File: config.mk
export PLATFORM = sky130hd
export DESIGN_NAME = vga_timing_gen
export DESIGN_NICKNAME = d
export VERILOG_FILES = /design/src/rtl/vga_timing_gen.sv
export SDC_FILE = /design/constraint.sdc
export NUM_CORES = 1
export LEC_CHECK = 0
export BUFFER_PORTS_ARGS = -buffer_cell sky130_fd_sc_hd__buf_2
export CAP_MARGIN = 15
export CORE_ASPECT_RATIO = 0.7
export CORE_UTILIZATION = 25
export CTS_CLUSTER_SIZE = 10
export DETAILED_ROUTE_END_ITERATION = 16
export GPL_ROUTABILITY_DRIVEN = 0
export PLACE_DENSITY = 0.5
export RECOVER_POWER = 50
export SKIP_LAST_GASP = 1
export SYNTH_ARGS = -nofsm -noshare
export SYNTH_HDL_FRONTEND = slang
export SYNTH_SLANG_ARGS = --single-unit
File: constraint.sdc
create_clock -name clk -period 2.3 [get_ports clk]
set_clock_uncertainty 0.15 [all_clocks]
set_input_delay 0.46 -clock clk [delete_from_list [all_inputs] [get_ports clk]]
set_output_delay 0.46 -clock clk [all_outputs]
set_load 0.01 [all_outputs]
File: src/rtl/vga_timing_gen.sv
// Raster timing generator: pixel/line counters from a divided clock, active-area flag,
// wrap pulses and delayed, polarity-adjusted hsync/vsync.
module vga_timing_gen #(
    parameter int CLK_DIV    = 2,
    parameter int H_ACTIVE   = 640,
    parameter int H_FP       = 16,
    parameter int H_SYNC     = 96,
    parameter int H_BP       = 48,
    parameter int V_ACTIVE   = 480,
    parameter int V_FP       = 10,
    parameter int V_SYNC     = 2,
    parameter int V_BP       = 33,
    parameter int SYNC_POL   = 0,
    parameter int SYNC_DELAY = 1
) (
    input  logic       clk,
    input  logic       reset,
    output logic       pix_tick,
    output logic [9:0] coord_x,
    output logic [9:0] coord_y,
    output logic       active_area,
    output logic       line_start,
    output logic       frame_start,
    output logic       hsync,
    output logic       vsync
);

    localparam int H_TOTAL = H_ACTIVE + H_FP + H_SYNC + H_BP;
    localparam int V_TOTAL = V_ACTIVE + V_FP + V_SYNC + V_BP;
    localparam int DIV_W   = (CLK_DIV > 1) ? $clog2(CLK_DIV) : 1;

    localparam logic [DIV_W-1:0] DIV_LAST = DIV_W'(CLK_DIV - 1);
    localparam logic [9:0]       H_LAST   = 10'(H_TOTAL - 1);
    localparam logic [9:0]       V_LAST   = 10'(V_TOTAL - 1);
    localparam logic [10:0]      HA       = 11'(H_ACTIVE);
    localparam logic [10:0]      VA       = 11'(V_ACTIVE);
    localparam logic [10:0]      HS_START = 11'(H_ACTIVE + H_FP);
    localparam logic [10:0]      HS_END   = 11'(H_ACTIVE + H_FP + H_SYNC);
    localparam logic [10:0]      VS_START = 11'(V_ACTIVE + V_FP);
    localparam logic [10:0]      VS_END   = 11'(V_ACTIVE + V_FP + V_SYNC);
    // bit 1 = vsync, bit 0 = hsync; inactive output level for each
    localparam logic [1:0]       INV      = (SYNC_POL != 0) ? 2'b00 : 2'b11;

    if (H_TOTAL > 1024 || V_TOTAL > 1024) begin : g_bad_total
        $error("vga_timing_gen: H_TOTAL and V_TOTAL must not exceed 1024");
    end
    if (CLK_DIV < 1 || SYNC_DELAY < 0 || SYNC_DELAY > 4) begin : g_bad_param
        $error("vga_timing_gen: CLK_DIV must be >=1 and SYNC_DELAY within 0..4");
    end

    logic [DIV_W-1:0] div_r, div_next_s;
    logic [9:0]       coord_x_r, coord_y_r, x_next_s, y_next_s;
    logic             pix_tick_r, active_r, line_start_r, frame_start_r;
    logic             tick_s, line_wrap_s, frame_wrap_s;
    logic [1:0]       sync_raw_s;
    logic [1:0]       sync_in_s   [0:SYNC_DELAY];
    logic [1:0]       sync_pipe_r [0:SYNC_DELAY];

    // Next-state divider and raster counters, plus raw sync decode from current coords
    always_comb begin
        tick_s       = (div_r == DIV_LAST);
        div_next_s   = div_r;
        x_next_s     = coord_x_r;
        y_next_s     = coord_y_r;
        line_wrap_s  = 1'b0;
        frame_wrap_s = 1'b0;
        if (tick_s) begin
            div_next_s = '0;
            if (coord_x_r == H_LAST) begin
                x_next_s    = 10'd0;
                line_wrap_s = 1'b1;
                if (coord_y_r == V_LAST) begin
                    y_next_s     = 10'd0;
                    frame_wrap_s = 1'b1;
                end else begin
                    y_next_s = coord_y_r + 10'd1;
                end
            end else begin
                x_next_s = coord_x_r + 10'd1;
            end
        end else begin
            div_next_s = div_r + DIV_W'(1);
        end
        sync_raw_s[0] = ({1'b0, coord_x_r} >= HS_START) && ({1'b0, coord_x_r} < HS_END);
        sync_raw_s[1] = ({1'b0, coord_y_r} >= VS_START) && ({1'b0, coord_y_r} < VS_END);
    end

    // Counter state and per-clk status flags
    always_ff @(posedge clk or posedge reset) begin
        if (reset) begin
            div_r         <= '0;
            coord_x_r     <= 10'd0;
            coord_y_r     <= 10'd0;
            pix_tick_r    <= 1'b0;
            active_r      <= 1'b0;
            line_start_r  <= 1'b0;
            frame_start_r <= 1'b0;
        end else begin
            div_r         <= div_next_s;
            coord_x_r     <= x_next_s;
            coord_y_r     <= y_next_s;
            pix_tick_r    <= (div_next_s == DIV_LAST);
            active_r      <= ({1'b0, x_next_s} < HA) && ({1'b0, y_next_s} < VA);
            line_start_r  <= line_wrap_s;
            frame_start_r <= frame_wrap_s;
        end
    end

    assign sync_in_s[0] = sync_raw_s;
    for (genvar g = 1; g <= SYNC_DELAY; g++) begin : g_sync_link
        assign sync_in_s[g] = sync_pipe_r[g-1];
    end

    // Sync delay line; the last stage applies output polarity
    always_ff @(posedge clk or posedge reset) begin
        if (reset) begin
            for (int i = 0; i <= SYNC_DELAY; i++) begin
                sync_pipe_r[i] <= (i == SYNC_DELAY) ? INV : 2'b00;
            end
        end else begin
            for (int i = 0; i <= SYNC_DELAY; i++) begin
                sync_pipe_r[i] <= (i == SYNC_DELAY) ? (sync_in_s[i] ^ INV) : sync_in_s[i];
            end
        end
    end

    assign pix_tick    = pix_tick_r;
    assign coord_x     = coord_x_r;
    assign coord_y     = coord_y_r;
    assign active_area = active_r;
    assign line_start  = line_start_r;
    assign frame_start = frame_start_r;
    assign hsync       = sync_pipe_r[SYNC_DELAY][0];
    assign vsync       = sync_pipe_r[SYNC_DELAY][1];

endmodule
# Word-level counts from Yosys, hierarchy flattened

Index checks and enable logic that the tools add are counted.

Add/subtract/negate cells: 3
Multiply operators: 0
Divide/modulo/power cells: 0
$lt $le $gt $ge: 6
Eq/ne operators: 2
Shift operators: 0
Multiplexer cells: 11
Bitwise gates (word level): 1
Reductions and logical operators: 3

Operators with widths:

| kind                                                                                 | number |
|---|---|
| 10-bit 2-to-1 mux                                                                    | 5 |
| 10-bit by 1-bit adder with 10-bit output, second input constant                      | 2 |
| 10-bit == test, second input constant                                                | 2 |
| 10-bit < comparator, second input constant                                           | 2 |
| 10-bit by 9-bit < comparator with 1-bit output, second input constant                | 2 |
| 10-bit greater-or-equal comparator, second input constant                            | 1 |
| 10-bit by 9-bit greater-or-equal comparator with 1-bit output, second input constant | 1 |
| 1-bit 2-to-1 mux                                                                     | 6 |
| 1-bit logical AND                                                                    | 3 |
| 2-bit inverter                                                                       | 1 |
| 1-bit adder, second input constant                                                   | 1 |

Flip-flop bits (word level): 28
Latch bits: 0
Bits in writable memories: 0
Bits in read-only memories: 0
Bits of input ports: 2
Output and inout bits: 26
Logic and storage cells: 34
Memories kept: 0

# Depth between registers and ports, before layout

Gate-level depths: netlist (run 1).

Word-level depth: 6
Depth in mapped cells: 9
Mapped depth without buffers: 7

# Worst setup path before layout (run 1)

Ideal clock, no wire load.

Kind: register to register
Start: reg coord_x_r[0], in the netlist coord_x[0]
End: reg active_r, in the netlist active_area
Arrival time: 1.955 ns
Path slack: 0.065 ns
Cell stages (with the launch flop): 8
Buffers on the path: 1
Period minus slack after synthesis: 2.235 ns
Path through: dfrtp_1 ha_1 nand4_4 or3_1 buf_6 or2_4 o311ai_4 nor4_2

Word-level cells in the longest chain between the ends: 5
Elaborated cells on any way between the ends: 9
Those cells by class: add/sub (1); order compare (2); eq/ne (1); mux (4); reduce/logical (1)

RTL lines:

| what                                           | line | source |
|---|---|---|
| start, declared                                | 52   | `logic [9:0] coord_x_r, coord_y_r, x_next_s, y_next_s;` |
| start signal, assigned                         | 100  | `coord_x_r <= x_next_s;` |
| 10-bit == test                                 | 69   | `if (coord_x_r == H_LAST) begin` |
| 10-bit 2-to-1 mux                              | 69   |  |
| 10-bit 2-to-1 mux                              | 67   | `if (tick_s) begin` |
| named net y_next_s[9]                          | 52   |  |
| 10-bit by 9-bit < comparator with 1-bit output | 103  | `active_r <= ({1'b0, x_next_s} < HA) && ({1'b0, y_next_s} < VA);` |
| 1-bit logical AND                              | 103  |  |
| end signal, assigned                           | 103  |  |
| end, declared                                  | 53   | `logic pix_tick_r, active_r, line_start_r, frame_start_r;` |

The timed path passes the listed nets, and every way through them passes these cells.

# Worst setup path after layout (run 1)

Same ends and word-level chain as after synthesis.

==> flow_summary.yaml, run 1 <==
outcome:
  status: "finished with violations"
  violations: "max-capacitance violations, max-slew violations"
drt:
  post_drt_wl_per_cell_um: 12.2
  postRouteAntennaNets: 0
  wl_met3_um: 145
  viasPerCell: 4.53
  wirelength_um: 2980
  wl_met1_um: 1650
  first_pass_iters: 4
  top_layer: "met4"
  vias: 1109
  post-route-drc-count: 0
  dr_wl_met2_um: 1160
  first_iter_violations: 44
placement:
  place_hpwl_um: 2210
  placedCellCount: 241
  port_buffers: 27
  dpl_worst_slack_ns: 0.123
timing:
  setup_viol: 0
  hold_viol_final: 0
  post-route-period-util_pct: 96.3
  hold_slack_ns: 0.208
  setup_slack_ns: 0.0846
  min_period_ns: 2.22
  tns_ns: 0
  slew_violations: 29
  clock.fmax_mhz: 451
  grt_setup_unrepaired: "true"
  max_slew_margin_pct: -2.01
  worst_pin_slew_ns: 1.53
yosys:
  yosys.area.top_type: "dfrtp_1"
  syn-num-nets: 141
  ys_async_sr_fraction_pct: 100
  synth-edff-count: 0
  ys_seq_area_share_pct: 49.9
  synth_top_cell_area_share_pct: 46.1
  synth.most_common_cell: "dfrtp_1"
  netlist_instances: 134
  syn-mean-instance-area_um2: 10.5
  netlist_top_cells_count: "dfrtp_1 (26), nand2_1 (12), nor2_1 (11)"
  ys_ff_latch: 28
  ys.flop_type: "dfrtp_1"
  yosysUniqueCellTypes: 39
  yosys_warnings: 0
  synthTopCellsByArea: "dfrtp_1 (46%), xnor2_1 (5.0%), ha_1 (4.4%), dfstp_2 (3.7%), xor2_1 (3.7%)"
  synthesis.area_um2: 1410
floorplan:
  die_area_um2: 5950
  die_w_um: 91.8
  initial_core_util_pct: 26.4
  die_y_um: 64.8
  rows: 22
  core-area_um2: 5340
  io_pins: 28
setup_path:
  critPathRequiredTime_ns: 2.31
  crit_fanout: 6
  cp-end-kind: "register"
  worstSetupStartpoint: "coord_x[0]"
  cp_cell_sequence: "ha_1 > nand4_4 > or3_1 > or2_4 > o311ai_4 > nor4_2"
  worst-setup-path-type: "register to register"
  reg2reg_from: "coord_x[0]"
  cp.arrival_ns: 2.22
  critPathLaunchType: "register"
  critical_path.max_stage_delay_ns: 0.50
  critPathSlowestCell: "or3_1"
grt:
  grt_usage_pct: 10.5
  grt_max_degree: 29
  grt_overflow: 0
  grt_pass1_vias: 949
  antenna_found_initial: 0
  grt_first_pass_wirelength_um: 4870
clock_network:
  cts_buffers: 3
  cts_tree: "yes"
  clock_latency_ns: 0.27
  cts_root_buffer: "clkbuf_8"
  cts_buffer_depth: 2
  postCtsResizedCells: 0
  cts_max_level: 1
  postCtsSetupRepairBufs: 0
  cts-hold-fix-buffers: 0
  clkSlewWorstSetupHoldPaths_ns: 0.10
  cts_sinks: 28
finish:
  nNetsFinal: 181
  drive_gt1_share_pct: 27.2
  syn_to_final_growth_pct: 23.1
  final_core_util_pct: 32.5
  n_fill_cell: 578
  n_antenna_cell: 0
  fin_cells: 245
pwr:
  p_leak_nw: 0.787
  p_clk_share_pct: 38.2
  power_frac_comb_pct: 1.3
  power.share.sequential_pct: 60.4
  vdd_ir_drop_max_v: 0.000200
  p_sw_mw: 0.168
  powerDensity_nw_per_um2: 469
  cell_internal_pwr_mw: 0.647
  swShare_pct: 20.6
worst_hold_path:
  min_from: "sync_in_s[0]"
  hold_path.class: "register to register"
run:
  maxCapViolCount: 1
-- worst max-delay path, delay by kind of cell (launching register included) --
kind	cells	cell delay [ns]
compound gates	1	0.28
fa+ha+maj	1	0.23
flops	1	0.42
simple gates	4	1.01
-- per-stage QoR --
step,instance area [µm²],power [mW]
global route,1740,0.845
CTS,1750,0.829
floorplan,1410,0.509
detailed placement,1700,0.515
finish,1740,0.814
global placement,1700,0.514
-- logic make-up after synthesis --
kind of cell    share of synthesized area, %
compound gates                          8.07
xor+xnor                                8.70
fa+ha+maj                               4.44
buf+inv                                 5.50
flops                                   49.9
simple gates                            23.4
-- metal layers --
layer | vias to the layer above | global-route usage [%]
met4 | 0 | 2.93
met2 | 43 | 13.8
met3 | 2 | 2.46
met1 | 522 | 16.5
met5 | - | 0
li1 | 542 | -
-- layout make-up --
| class | count | area (µm²) | share of cell area (%) |
|---|---|---|---|
| flip-flops and latches | 28 | 703 | 40.5 |
| multi-input cells | 91 | 629 | 36.3 |
| repair buffers | 41 | 220 | 12.7 |
| well taps | 72 | 90.1 | 5.19 |
| clock buffers | 4 | 55.1 | 3.17 |
| inverters | 9 | 37.5 | 2.16 |
-- final timing paths --
path                                     to  slack, ns  depth (start not counted)
min in group asynchronous        coord_y[8]       0.54                          3
worst min register to register        hsync       0.21                          1
max in group asynchronous        coord_y[2]       0.57                          3
worst max register to register  active_area       0.08                          6
worst min-delay path                  hsync       0.21                          1
worst max-delay path            active_area       0.08                          6
-- power groups by stage --
stage	sequential [mW]	combinational, mW	clock [mW]
2_1_floorplan	0.502	0.00726	0
5_1_grt	0.492	0.0136	0.339
4_1_cts	0.492	0.0131	0.324
3_5_place_dp	0.502	0.0131	0
3_3_place_gp	0.502	0.0129	0
6_report	0.492	0.0108	0.311
-- sequential cells by signal, summed over array words and instances, names as in the netlist --
| name | cells |
|---|---|
| coord_y | 10 |
| active_area | 1 |
| sync_in_s | 2 |
| frame_start | 1 |
| pix_tick | 1 |
| coord_x | 10 |
| vsync | 1 |
| hsync | 1 |
| line_start | 1 |
-- cells in the final DEF (no fill, tap or decap), drive strengths merged, types with 3 or more instances in the layout --
master   n
buf     33
dfrtp   26
nand2   12
clkbuf  12
nor2    11
xnor2    8
inv      8
o21ai    7
nand3    6
xor2     6
nand4    6
ha       5
nor3     4
and3     3
nor4     3
Power figures use the tool's default switching activity.
==> inputs of run 2 (changes only) <==
--- a/config.mk
+++ b/config.mk
@@ -5,6 +5,7 @@
 export SDC_FILE = /design/constraint.sdc
 export NUM_CORES = 1
 export LEC_CHECK = 0
+export ABC_AREA = 1
 export BUFFER_PORTS_ARGS = -buffer_cell sky130_fd_sc_hd__buf_2
 export CAP_MARGIN = 15
 export CORE_ASPECT_RATIO = 0.7
@@ -12,7 +13,7 @@
 export CTS_CLUSTER_SIZE = 10
 export DETAILED_ROUTE_END_ITERATION = 16
 export GPL_ROUTABILITY_DRIVEN = 0
-export PLACE_DENSITY = 0.5
+export PLACE_DENSITY = 0.49
 export RECOVER_POWER = 50
 export SKIP_LAST_GASP = 1
 export SYNTH_ARGS = -nofsm -noshare
==> flow_summary.yaml, run 2 <==
setup_path:
  cp_cell_sequence: "ha_1 > nand2_2 > nor2_4 > nand3_4 > nor2_4 > nand2_1 > nand3_1 > nor3_2 > nor2_1"
  critPathRequiredTime_ns: 2.37
  crit_fanout: 12
  cp.arrival_ns: 2.03
  critPathLaunchType: "register"
  crit_top_cell: "nor2_4"
  critical_path.max_stage_delay_ns: 0.44
  critPathSlowestCell: "dfrtp_1"
  worst-setup-path-type: "register to register"
  cp-end-kind: "register"
yosys:
  synthesis.area_um2: 1580
  yosys.area.top_type: "dfrtp_1"
  ys.flop_type: "dfrtp_1"
  synth-edff-count: 0
  synth_top_cell_area_share_pct: 41.2
  yosysUniqueCellTypes: 33
  netlist_instances: 186
  syn-num-nets: 193
  synthTopCellsByArea: "dfrtp_1 (41%), inv_1 (7.6%), nand2_1 (7.4%), nand3_1 (6.0%), ha_1 (4.0%)"
  yosys_warnings: 0
  ys_async_sr_fraction_pct: 100
  netlist_top_cells_count: "inv_1 (32), nand2_1 (31), dfrtp_1 (26)"
  ys_seq_area_share_pct: 44.5
  syn-mean-instance-area_um2: 8.50
  synth.most_common_cell: "inv_1"
  ys_ff_latch: 28
drt:
  first_pass_iters: 4
  post_drt_wl_per_cell_um: 12.1
  vias: 1295
  first_iter_violations: 51
  postRouteAntennaNets: 0
  post-route-drc-count: 0
  wirelength_um: 3540
  viasPerCell: 4.42
grt:
  grt_pass1_vias: 1187
  antenna_found_initial: 0
  grt_max_degree: 29
  grt_first_pass_wirelength_um: 6020
  grt_overflow: 0
  grt_usage_pct: 11.6
timing:
  tns_ns: 0
  worst_pin_slew_ns: 1.56
  max_slew_margin_pct: -4.27
  slew_violations: 29
  hold_viol_final: 0
  min_period_ns: 1.97
  grt_setup_unrepaired: "false"
  post-route-period-util_pct: 85.5
  clock.fmax_mhz: 509
  setup_viol: 0
finish:
  fin_cells: 293
  final_common_cell: "inv_1"
  n_antenna_cell: 0
  nNetsFinal: 226
  drive_gt1_share_pct: 24.8
  syn_to_final_growth_pct: 18.7
  mostFrequentLayoutCells: "inv_1 (32), nand2_1 (31), dfrtp_1 (26)"
worst_hold_path:
  hold_path.class: "register to register"
floorplan:
  die_y_um: 68.5
  core-area_um2: 5900
  die_area_um2: 6650
  initial_core_util_pct: 26.8
  rows: 23
  io_pins: 28
  die_w_um: 97.0
clock_network:
  postCtsSetupRepairBufs: 0
  cts_sinks: 28
  cts_buffers: 3
  cts_tree: "yes"
  clkSlewWorstSetupHoldPaths_ns: 0.10
  cts_buffer_depth: 2
  cts_root_buffer: "clkbuf_8"
  clock_latency_ns: 0.28
  cts-hold-fix-buffers: 0
  cts_max_level: 1
  postCtsResizedCells: 0
placement:
  port_buffers: 27
  placedCellCount: 289
  place_hpwl_um: 2690
pwr:
  powerDensity_nw_per_um2: 480
  p_leak_nw: 0.939
  vdd_ir_drop_max_v: 0.000251
outcome:
  status: "finished with violations"
  violations: "max-capacitance violations, max-slew violations"
run:
  maxCapViolCount: 1
## run 2: cell count changes after synthesis, sizes merged, moves of 4 or more
cell and change:
inv +25, nand2 +23, nand3 +20, nor2 +10
nor3 +4, xnor2 -7, xor2 -4
## run 2: kinds of logic (layout without fill, tap and decap cells)
group / after synthesis / count (layout) / share of synthesized area (%)
flip-flops: 28 / 28 / 44.5
AND/OR/NAND/NOR: 98 / 98 / 34.8
adder cells (fa/ha/maj): 5 / 5 / 3.96
XOR/XNOR: 3 / 3 / 1.66
AO/OA/AOI/OAI: 16 / 16 / 5.94
buffers and inverters: 36 / 68 / 9.11
## run 2: cell type report
type                            instances  area, µm²
Clock inverter                          1       30.0
Timing Repair Buffer                   30        149
Sequential cell                        28        703
Clock buffer                            3       41.3
Multi-Input combinational cell        122        731
Inverter                               34        128
Fill cell                             623       4020
Tap cell                               75       93.8
## run 2: path summary, 6_finish.rpt
| check | slack (ns) | from | end | depth (start not counted) |
|---|---|---|---|---|
| setup / recovery | 0.33 | coord_x[0] | active_area | 9 |
| hold / removal | 0.20 | sync_in_s[1] | vsync | 1 |
| setup reg to reg | 0.33 | coord_x[0] | active_area | 9 |
| hold reg to reg | 0.20 | sync_in_s[1] | vsync | 1 |
| max in group asynchronous | 0.54 | reset | coord_x[0] | 3 |
| min in group asynchronous | 0.54 | reset | frame_start | 3 |
## run 2: metrics by stage
| step | util [%] | setup WS [ns] | cell area (µm²) | power [mW] | hold WS [ns] |
|---|---|---|---|---|---|
| after global placement | 30.8 | 0.427 | 1820 | 0.515 | 0.188 |
| after CTS | 32.0 | 0.302 | 1890 | 0.918 | 0.0927 |
| after global routing | 31.8 | 0.132 | 1880 | 0.935 | 0.226 |
| after floorplan | - | 0.601 | 1580 | 0.509 | 0.187 |
| final | 31.8 | 0.334 | 1880 | 0.901 | 0.205 |
| after detailed placement | 30.8 | 0.340 | 1820 | 0.515 | 0.191 |
## run 2: critical path: cells and delay by family (launching register included)
kind	cells	cell delay (ns)
flops	1	0.44
simple gates	8	1.11
fa+ha+maj	1	0.21
## run 2: routing by layer
layer / global-route usage [%] / vias up / wire (µm)
li1: - / 664 / -
met1: 17.1 / 595 / 1950
met2: 16.5 / 34 / 1370
met3: 3.43 / 2 / 203
met4: 2.24 / 0 / 19
met5: 0 / - / 0
## run 2: report_power, final
group / internal [mW] / leakage, nW / switching, mW
Combinational: 0.00103 / 0.539 / 0.00999
Sequential: 0.492 / 0.365 / 0
Clock: 0.233 / 0.0357 / 0.164
Total: 0.727 / 0.939 / 0.174
